<file path="src/rtl/pipe_stage_skid_reg_if.sv">
// +----------------------------------------------------------------------------+
// | Module : pipe_stage_skid_reg_if                                            |
// | Brief  : valid/ready handshake bundle (with flush) around one pipe stage   |
// | Rev    : 1.0                                                               |
// +----------------------------------------------------------------------------+
`default_nettype none

interface pipe_stage_skid_reg_if #(
  parameter int BITS = 32
);
  logic [BITS-1:0] in_data;
  logic            in_valid;
  logic            in_ready;
  logic [BITS-1:0] out_data;
  logic            out_valid;
  logic            out_ready;
  logic            flush;

  modport master (
    output in_data, in_valid, out_ready, flush,
    input  in_ready, out_data, out_valid
  );

  modport slave (
    input  in_data, in_valid, out_ready, flush,
    output in_ready, out_data, out_valid
  );
endinterface

`default_nettype wire

</file>
<file path="src/rtl/pipe_stage_skid_reg.sv">
// +----------------------------------------------------------------------------+
// | Module : pipe_stage_skid_reg                                               |
// | Brief  : registered pipe stage, 2-entry skid, flush to NOP bubble.         |
// |          Optional stall/flush counters under PIPE_STAGE_STATS_EN.          |
// | Rev    : 1.0                                                               |
// +----------------------------------------------------------------------------+
`default_nettype none

module pipe_stage_skid_reg #(
  parameter int              BITS        = 32,
  parameter logic [BITS-1:0] FLUSH_VALUE = BITS'(32'h0000_0013)
) (
  input  wire logic              clk,
  input  wire logic              rst_n,
  pipe_stage_skid_reg_if.slave   bus
`ifdef PIPE_STAGE_STATS_EN
  ,
  output logic [31:0]            stall_cnt,
  output logic [31:0]            flush_cnt
`endif
);

  typedef enum logic [1:0] {
    ST_EMPTY = 2'd0,
    ST_HALF  = 2'd1,
    ST_FULL  = 2'd2
  } state_t;

  state_t          r_state;
  logic [BITS-1:0] r_main;
  logic [BITS-1:0] r_skid;
  logic            r_out_valid;
  logic            r_skid_valid;

  logic            w_in_fire;
  logic            w_out_fire;

  // in_ready comes only from a flop, so out_ready never reaches it combinationally
  assign bus.in_ready  = ~r_skid_valid;
  assign bus.out_data  = r_main;
  assign bus.out_valid = r_out_valid;

  assign w_in_fire  = bus.in_valid & ~r_skid_valid;
  assign w_out_fire = r_out_valid & bus.out_ready;

  always_ff @(posedge clk or negedge rst_n) begin
    if (!rst_n) begin
      r_state      <= ST_EMPTY;
      r_main       <= FLUSH_VALUE;
      r_skid       <= FLUSH_VALUE;
      r_out_valid  <= 1'b0;
      r_skid_valid <= 1'b0;
    end else if (bus.flush) begin
      r_state      <= ST_EMPTY;
      r_main       <= FLUSH_VALUE;
      r_skid       <= FLUSH_VALUE;
      r_out_valid  <= 1'b0;
      r_skid_valid <= 1'b0;
    end else begin
      case (r_state)
        ST_EMPTY: begin
          if (w_in_fire) begin
            r_state     <= ST_HALF;
            r_main      <= bus.in_data;
            r_out_valid <= 1'b1;
          end
        end
        ST_HALF: begin
          case ({w_in_fire, w_out_fire})
            2'b11: r_main <= bus.in_data;
            2'b10: begin
              r_state      <= ST_FULL;
              r_skid       <= bus.in_data;
              r_skid_valid <= 1'b1;
            end
            2'b01: begin
              r_state     <= ST_EMPTY;
              r_main      <= FLUSH_VALUE;
              r_out_valid <= 1'b0;
            end
            default: ;
          endcase
        end
        ST_FULL: begin
          if (w_out_fire) begin
            r_state      <= ST_HALF;
            r_main       <= r_skid;
            r_skid       <= FLUSH_VALUE;
            r_skid_valid <= 1'b0;
          end
        end
        default: begin
          r_state      <= ST_EMPTY;
          r_main       <= FLUSH_VALUE;
          r_skid       <= FLUSH_VALUE;
          r_out_valid  <= 1'b0;
          r_skid_valid <= 1'b0;
        end
      endcase
    end
  end

`ifdef PIPE_STAGE_STATS_EN
  logic [31:0] r_stall_cnt;
  logic [31:0] r_flush_cnt;

  // flush_cnt only counts flushes that actually discard a held beat
  always_ff @(posedge clk or negedge rst_n) begin
    if (!rst_n) begin
      r_stall_cnt <= 32'd0;
      r_flush_cnt <= 32'd0;
    end else begin
      if (r_out_valid && !bus.out_ready) r_stall_cnt <= r_stall_cnt + 32'd1;
      if (bus.flush && (r_out_valid || r_skid_valid)) r_flush_cnt <= r_flush_cnt + 32'd1;
    end
  end

  assign stall_cnt = r_stall_cnt;
  assign flush_cnt = r_flush_cnt;
`endif

endmodule

`default_nettype wire
</file>
<file path="src/flat_wrapper.sv">
// flat-port wrapper written by rule: the top's interface ports become plain ports
module pipe_stage_skid_reg_flat 
#(
  parameter int              BITS        = 32,
  parameter logic [BITS-1:0] FLUSH_VALUE = BITS'(32'h0000_0013)
)
  (clk, rst_n, bus_in_data, bus_in_valid, bus_out_ready, bus_flush, bus_in_ready, bus_out_data, bus_out_valid);
  pipe_stage_skid_reg_if #(.BITS(BITS)) bus_i ();
  input  wire logic clk;
  input  wire logic rst_n;
  input wire logic [$bits(bus_i.in_data)-1:0] bus_in_data;
  input wire logic [$bits(bus_i.in_valid)-1:0] bus_in_valid;
  input wire logic [$bits(bus_i.out_ready)-1:0] bus_out_ready;
  input wire logic [$bits(bus_i.flush)-1:0] bus_flush;
  output wire logic [$bits(bus_i.in_ready)-1:0] bus_in_ready;
  output wire logic [$bits(bus_i.out_data)-1:0] bus_out_data;
  output wire logic [$bits(bus_i.out_valid)-1:0] bus_out_valid;
  assign bus_i.in_data = bus_in_data;
  assign bus_i.in_valid = bus_in_valid;
  assign bus_i.out_ready = bus_out_ready;
  assign bus_i.flush = bus_flush;
  assign bus_in_ready = bus_i.in_ready;
  assign bus_out_data = bus_i.out_data;
  assign bus_out_valid = bus_i.out_valid;
  pipe_stage_skid_reg #(.BITS(BITS), .FLUSH_VALUE(FLUSH_VALUE)) u_core (.clk(clk), .rst_n(rst_n), .bus(bus_i));
endmodule
</file>
<file path="config.mk">
export PLATFORM = sky130hd
export DESIGN_NAME = pipe_stage_skid_reg_flat
export DESIGN_NICKNAME = d
export VERILOG_FILES = /design/src/rtl/pipe_stage_skid_reg_if.sv /design/src/rtl/pipe_stage_skid_reg.sv /design/src/flat_wrapper.sv
export SDC_FILE = /design/constraint.sdc
export NUM_CORES = 1
export LEC_CHECK = 0
export CAP_MARGIN = 20
export CORE_MARGIN = 4
export CORE_UTILIZATION = 52
export DETAILED_ROUTE_END_ITERATION = 8
export PLACE_DENSITY_LB_ADDON = 0.25
export RECOVER_POWER = 25
export REMOVE_ABC_BUFFERS = 1
export SLEW_MARGIN = 10
export SYNTH_ARGS = -nofsm -noshare
export SYNTH_HDL_FRONTEND = slang
export SYNTH_SLANG_ARGS = --single-unit
export TNS_END_PERCENT = 1
</file>
<file path="constraint.sdc">
create_clock -name clk -period 1.7 [get_ports clk]
set_input_delay 0.34 -clock clk [delete_from_list [all_inputs] [get_ports clk]]
set_output_delay 0.34 -clock clk [all_outputs]
set_load 0.02 [all_outputs]
</file>
==> summary.md, run 1 <==
| Metric | Value |
|---|---|
| CTS hold repair buffers | `0` |
| Delay-heaviest family, CP | `buffers and inverters` |
| P per Cell Area | `1010 mW/mm²` |
| Fmax achieved | `0.601 GHz` |
| Fillers | `477` |
| Antenna viol nets, final | `0` |
| Clk slew on worst S/H paths | `0.08 ns` |
| Min cycle time layout | `1.66 ns` |
| Avg Cell Area, Syn | `11.0 µm²` |
| Multi-input gate area | `~0.0017 mm²` |
| Via count | `2780` |
| Flops & latches, synth | `68` |
| Root Buffer | `clkbuf_8` |
| Die footprint | `0.00817 mm²` |
| Largest net degree at the start of global routing | `around 70` |
| Worst Skew | `0.00756 ns` |
| Detailed Route WL | `about 8600 µm` |
| Postcts setup bufs | `0` |
| Compound-Gate Fraction of Synth Area | `0.258` |
| Reg-to-reg startpoint | `u_core.r_state[1]` |
| Critical Path RT | `between 1 and 1.5 ns` |
| Tcrit/Tclk final | `0.979` |
| VDD IR-drop max | `roughly 0.59 mV` |
| Yosys cell types | `34` |
| Antenna diode count | `0` |
| Fin. max-slew vios | `0` |
| # setup viols final | `0` |
| H-tree depth | `3` |
| Die Ht | `roughly 90 µm` |
| Critical path endpoint category | `output port` |
| Synthesized cell area | `0.00353 mm²` |
| Worst Setup SP | `u_core.bus.out_data[20]` |
| Adder-cell share of the synthesized area | `0` |
| Largest family of logic cells by synthesized area | `compound AO/OA/AOI/OAI gates` |
| CTS sink cnt | `68` |
| Synth warnings | `0` |
| Detailed Place HPWL | `5530 µm` |
| Slowest cell on crit path | `clkdlybuf4s50_1` |
| Share of cells above drive strength 1 | `0.214` |
| Gpl congestion | `approximately 0.8` |
| Starting Density | `0.546` |
| Initial antenna violation count | `0` |
| Nets | `430` |
| Num CTS Buffers | `9` |
| Startpoint Class | `flop` |
| Maximum net fanout on the critical path | `2` |
| Worst-case clock buffer depth | `2` |
| Crit path buf inv count | `1` |
| Worst slack, placed | `-0.241 ns` |
| Number of vias per cell | `roughly 5.9` |
| Maxcap violations | `0` |
| Register area share after synthesis | `0.484` |
| Port Buf Inserts | `70` |
| Global-route wire length before repair | `about 15000 µm` |
| Mapped Cells | `320` |
| Die width | `90.4 µm` |
| DR WL/cell | `18.1 µm` |
| Hold Vio Cnt, Final | `0` |
| I/O pins | `71` |
| Final Cell Area | `0.00465 mm²` |
| Dpl cell area | `0.00445 mm²` |
| Register Area | `about 0.0017 mm²` |
| Worst slew pin tran | `0.923 ns` |
| Worst skew pair latency | `0.34 ns` |
| Simple-gate share of the synthesized area | `0.118` |
| Initial drt markers | `168` |
| Pleak | `between 1.5 and 2 nW` |
| Grt ovf | `0` |
| Core area | `0.00646 mm²` |
| Unrepaired setup endpoints after global routing | `no` |
| Area delta synth->final | `31.9%` |
| TritonRoute pass-1 iters | `4` |
| Drc violations | `0` |
| Cts repair resizes | `5` |
| Worst Hold Class | `in -> async` |
| Status | `complete, no violations` |
| GRT Util Overall | `0.219` |
| XOR/XNOR Fraction of Synth Area | `0.00248` |
| Delay of the slowest critical-path stage | `0.62 ns` |
| Final WS setup | `approximately 0.035 ns` |
| FP Rows | `29` |
| CTS tree | `yes` |
| Crit path arrival time | `1.32 ns` |
| Vias in the first global route | `~3000` |
| Worst-path cell chain | `clkdlybuf4s50_1` |
| WS Path Type | `reg -> out` |
| Mux contribution to synthesized area | `0.0851` |
| Slew HR | `0.385` |
-- synth_stat cells (all sizes together) --
master,instances,share of area
nand3,2,0.0028
buf,17,0.034
nand2b,30,0.053
inv,2,0.0021
o21ai,30,0.043
dfstp,6,0.045
nand2,32,0.034
o21bai,1,0.0021
mux2i,30,0.085
o32a,3,0.0085
o32ai,29,0.13
a22oi,1,0.0035
nor4,3,0.0053
a31oi,1,0.0018
nor3b,1,0.0053
a21oi,36,0.052
nor3,2,0.0043
nor2,7,0.0074
xor2,1,0.0025
a21bo,1,0.0028
a221o,3,0.0085
and2,1,0.0025
clkbuf,15,0.016
a2bb2oi,1,0.0043
nand4,1,0.0018
o31ai,1,0.0021
or2,1,0.0018
dfrtp,62,0.44
-- worst paths after layout --
| check | slack (ns) | depth (start not counted) | endpoint |
|---|---|---|---|
| setup / recovery | 0.04 | 1 | bus_out_data[20] |
| hold / removal | 0.26 | 2 | u_core.bus.out_data[23] |
| setup reg to reg | 0.14 | 5 | u_core.bus.out_data[8] |
| hold reg to reg | 0.52 | 2 | u_core.r_skid[1] |
| max in group asynchronous | 0.82 | 2 | u_core.r_state[1] |
| min in group clk | 0.41 | 3 | u_core.r_skid[4] |
-- layout make-up --
| class | instances | share of cell area |
|---|---|---|
| inverter | 2 | 0.00161 |
| clock buffer | 10 | 0.0274 |
| sequential | 68 | 0.367 |
| multi-input combinational | 218 | 0.359 |
| timing repair buffer | 94 | 0.210 |
| clock inverter | 6 | 0.0137 |
| tap | 77 | 0.0207 |
-- per-layer routing --
metal | GRT usage | part of all wire | vias up | wire length, µm
met5 | 0 | 0 | - | 0
li1 | - | - | 1309 | -
met2 | 0.354 | 0.49 | 80 | 4240
met3 | 0.0525 | 0.048 | 14 | 414
met1 | 0.291 | 0.44 | 1377 | 3800
met4 | 0.0663 | 0.015 | 0 | 127
-- logic make-up after synthesis --
logic type | after synthesis
DFF | 68
and+or+nand+nor | 80
AOI/OAI and AO/OA | 107
xor gates and xnor gates | 1
muxes | 30
buffers and inverters | 34
-- state kept, by name, indices dropped and copies added, names as in the netlist --
| name | cells |
|---|---|
| u_core.bus.out_data | 32 |
| u_core.r_skid | 32 |
| u_core.r_state | 2 |
| u_core.bus.out_valid | 1 |
| u_core.r_skid_valid | 1 |
-- placed cells by master (no fill, tap or decap), types with 2 or more instances in the layout --
cell type	count
o32a_1	3
clkinv_2	2
buf_12	7
inv_1	2
clkdlybuf4s50_1	54
dfstp_2	6
a221o_1	3
dfrtp_1	61
nand2b_1	30
mux2i_1	30
nor2_1	6
a21oi_1	35
nand2_1	32
dlygate4sd2_1	5
clkinvlp_4	2
o32ai_2	27
buf_4	17
nor4_1	3
o32ai_1	2
nand3_1	2
o21ai_0	30
dlymetal6s2s_1	9
clkbuf_8	9
-- power by group --
group | leakage [nW] | internal (mW) | switching [mW]
sequential | 0.907 | 1.77 | 0.110
clock | 0.0927 | 0.678 | 0.647
combinational | 0.904 | 0.682 | 0.787
-- stage by stage --
step           total power [mW]  hold slack [ns]  cells   util  TNS, ns
2_1_floorplan              2.64           0.0444    288      -   -70.87
3_3_place_gp               3.38            0.390    459  0.689    -9.03
3_5_place_dp               3.40            0.395    459  0.689   -11.25
4_1_cts                    4.72           0.0230    475  0.718        0
5_1_grt                    4.92            0.324    475  0.721        0
6_report                   4.68            0.256    475  0.721        0
No activity file was read; power rests on OpenSTA's default activity.
==> run 2: changes to the inputs <==
Settings changed: CORE_UTILIZATION 52 to 47.
Clock period 1.7 ns to 1.46 ns, I/O delays scaled along.
==> run 2 against run 1 <==
Compared with the run above: critical path type is now reg -> reg; wire length is 5.9% higher; non-clock buffer count is 12 higher; die area is 9.7% higher; register-to-register slack worse by 0.23 ns; sequential share of layout area is 1.7 points lower; the flow now finishes with violations (negative setup slack); worst setup slack worse by 0.13 ns; critical endpoint is now u_core.bus.out_data[1]; sequential power is 16% higher; count of clock-buffer cells in the layout is 2 higher; global-route usage is 1.0 points lower.
==> summary.md, run 2 (synthesized netlist as in run 1, its figures left out) <==
| Metric | Value |
|---|---|
| Slew HR | `0.518 (+0.133)` |
| Critical path endpoint category | `flop` |
| Initial antenna violation count | `0 (unchanged)` |
| VDD IR-drop max | `0.585 mV (-1.3%)` |
| Hold Path Sink | `u_core.bus.out_valid` |
| Fmax achieved | `0.643 GHz` |
| P per Cell Area | `1180 mW/mm² (+18%)` |
| Status | `complete, but fails checks` |
| Clk slew on worst S/H paths | `0.08 ns (about the same)` |
| Worst slew pin tran | `0.722 ns (-0.200 ns)` |
| TritonRoute pass-1 iters | `4 (unchanged)` |
| Combinational cell fraction of total power | `0.322 (+0.008)` |
| Detailed Route WL | `9090 µm (+5.9%)` |
| Global-route wire length before repair | `14400 µm (-1.5%)` |
| Worst r2r dst | `u_core.bus.out_data[1]` |
| Worst Skew | `0.00958 ns (+0.00202 ns)` |
| Antenna viol nets, final | `0 (unchanged)` |
| Min cycle time layout | `between 1.5 and 2 ns` |
| Commonest non-fill, non-tap cell in the layout | `dfrtp_1` |
| Final WS setup | `-0.0948 ns (-0.130 ns)` |
| Share of cells above drive strength 1 | `0.285 (+0.0718)` |
| Worst Hold Class | `in -> reg` |
| Maximum net fanout on the critical path | `7 (+5)` |
| Starting Density | `0.484 (-0.0624)` |
| Crit path buf inv count | `3 (+2)` |
| Reg2Reg Setup Slack | `-0.09 ns (-0.23 ns)` |
| Worst skew pair latency | `0.34 ns (about the same)` |
| Delay-heaviest family, CP | `buffers and inverters` |
| FP Rows | `31 (+6.9%)` |
| GRT Util Overall | `0.208 (-0.0102)` |
| CTS tree | `yes` |
| Hold Vio Cnt, Final | `0 (unchanged)` |
| Fin. max-slew vios | `0 (unchanged)` |
| I/O pins | `71 (unchanged)` |
| Int Pwr | `3.92 mW (+25%)` |
| # setup viols final | `37 (+37)` |
| Maxcap violations | `0 (unchanged)` |
| Area delta synth->final | `38.5%` |
| Clock power share | `0.300 (+0.017)` |
| Num CTS Buffers | `9 (unchanged)` |
| Switching power | `1.86 mW (+20%)` |
| Flop pwr share | `0.378 (-0.025)` |
| Drc violations | `0 (unchanged)` |
| Port Buf Inserts | `70 (unchanged)` |
| Fillers | `583 (+22%)` |
| Reg-to-reg startpoint | `u_core.r_state[1]` |
| Gpl congestion | `0.836 (+2.2%)` |
| Most frequent CP cell | `buf_4` |
| Detailed Place HPWL | `5780 µm (+4.5%)` |
| Number of vias per cell | `5.57 (-4.9%)` |
| Most frequent cells in the layout | `dfrtp_1, nand2_1, clkdlybuf4s50_1, dlygate4sd2_1` |
| Core area | `0.00729 mm² (+13%)` |
| Antenna diode count | `0 (unchanged)` |
| Non-filler cells, final | `509 (+7.2%)` |
| Worst reg2reg path depth | `6 (+1)` |
| Dpl cells | `487 (+6.1%)` |
| H-tree depth | `3 (unchanged)` |
| Failing checks | `negative setup slack` |
| Hold Slack | `0.333 ns (+0.0773 ns)` |
| Critical Path RT | `1.73 ns (+0.37 ns)` |
| Delay of the slowest critical-path stage | `0.47 ns (-0.15 ns)` |
| Pleak | `1.98 nW (+4.1%)` |
| Fin Setup TNS | `-1.14 ns (-1.14 ns)` |
| Crit path arrival time | `1.82 ns (+0.50 ns)` |
| Sw Share | `0.322 (-0.00838)` |
| Initial drt markers | `167 (-0.60%)` |
| Vias in the first global route | `2864 (-3.0%)` |
| Hold Crit Depth | `4` |
| Tcrit/Tclk final | `1.06` |
| CTS sink cnt | `68 (unchanged)` |
| Unrepaired setup endpoints after global routing | `yes` |
| Slowest cell on crit path | `dfrtp_2` |
| Nets | `442 (+2.8%)` |
| Worst-case clock buffer depth | `2 (unchanged)` |
| DR WL/cell | `17.8 µm (-1.2%)` |
| Fin util | `0.670 (-0.0503)` |
| WS Path Type | `reg -> reg` |
| Root Buffer | `clkbuf_8` |
| Via count | `2834 (+1.9%)` |
| Min-delay src | `bus_out_ready` |
| Largest net degree at the start of global routing | `44 (-36%)` |
| Worst-path cell chain | `buf_4, xor2_2, a22oi_2, buf_4, buf_4, o32a_1` |
| Tot Pwr | `5.78 mW (+23%)` |
| Die width | `94.6 µm (+4.7%)` |
| Startpoint Class | `flop` |
| Grt ovf | `0 (unchanged)` |
| Die footprint | `0.00896 mm² (+9.7%)` |
| Die Ht | `94.6 µm (+4.7%)` |
[run 2: cell count changes in the layout (fill, tap and decap cells not counted), moves of 3 or more]
cell and delta:
o32ai_4 +3, dlymetal6s2s_1 -8, clkdlybuf4s50_1 -22, clkdlybuf4s15_2 +4
buf_6 +6, a21oi_1 -13, dlygate4sd2_1 +26, a21oi_2 +12
buf_4 +6
[run 2: per-layer routing]
| metal | vias up | global-route usage | routed length, µm |
|---|---|---|---|
| met1 | 1398 | 0.286 | 4070 |
| met2 | 86 | 0.332 | 4420 |
| met5 | - | 0 | 0 |
| met3 | 12 | 0.0295 | 433 |
| met4 | 0 | 0.0829 | 155 |
| li1 | 1338 | - | - |
[run 2: stage by stage]
stage / instance area (µm²) / worst slack, ns
floorplan: 3350 / -1.68
global placement: 4500 / -0.361
detailed placement: 4500 / -0.444
CTS: 4710 / -0.0747
global route: 4890 / -0.132
finish: 4890 / -0.0948
[run 2: timing repair]
action                                 in CTS  in global routing
setup endpoints to repair                  85                 65
cloned                                      0                  1
buffers inserted                            0                  4
endpoints found under the hold margin      19                  0
pin swaps                                   3                 23
resized for setup                          46                 27
hold buffers                                1                  0
[run 2: layout make-up]
cell class	count	area [µm²]	share of cell area
clock buffer	12	145	0.0297
clock inverter	4	72.6	0.0148
inverter	2	7.51	0.00154
multi-input combinational	218	1780	0.364
sequential	68	1710	0.350
tap	99	124	0.0253
timing repair buffer	106	1050	0.215
[run 2: worst min-delay path, stage by stage]
cell and delay (ns):
dlymetal6s2s_1 0.15, nand2_1 0.06, nand3_1 0.07, a21oi_1 0.06
[run 2: how the worst max path moves through the flow]
stage                            startpoint                      to  slack (ns)  cells after the start
final                     u_core.r_state[1]  u_core.bus.out_data[1]       -0.09                      6
after global routing      u_core.r_state[1]  u_core.bus.out_data[0]       -0.13                      6
after CTS                 u_core.r_state[1]  u_core.bus.out_data[8]       -0.07                      5
after detailed placement       bus_in_valid  u_core.bus.out_data[8]       -0.44                      6
after global placement         bus_in_valid  u_core.bus.out_data[6]       -0.36                      6
after floorplan           u_core.r_state[1]  u_core.bus.out_data[0]       -1.68                      4
[run 2: power by group through the flow]
stage | logic (mW) | clock network, mW | registers [mW]
floorplan | 0.703 | 0 | 2.37
global placement | 1.74 | 0 | 2.21
detailed placement | 1.76 | 0 | 2.22
CTS | 1.70 | 1.74 | 2.18
global route | 1.98 | 1.83 | 2.21
finish | 1.86 | 1.74 | 2.18
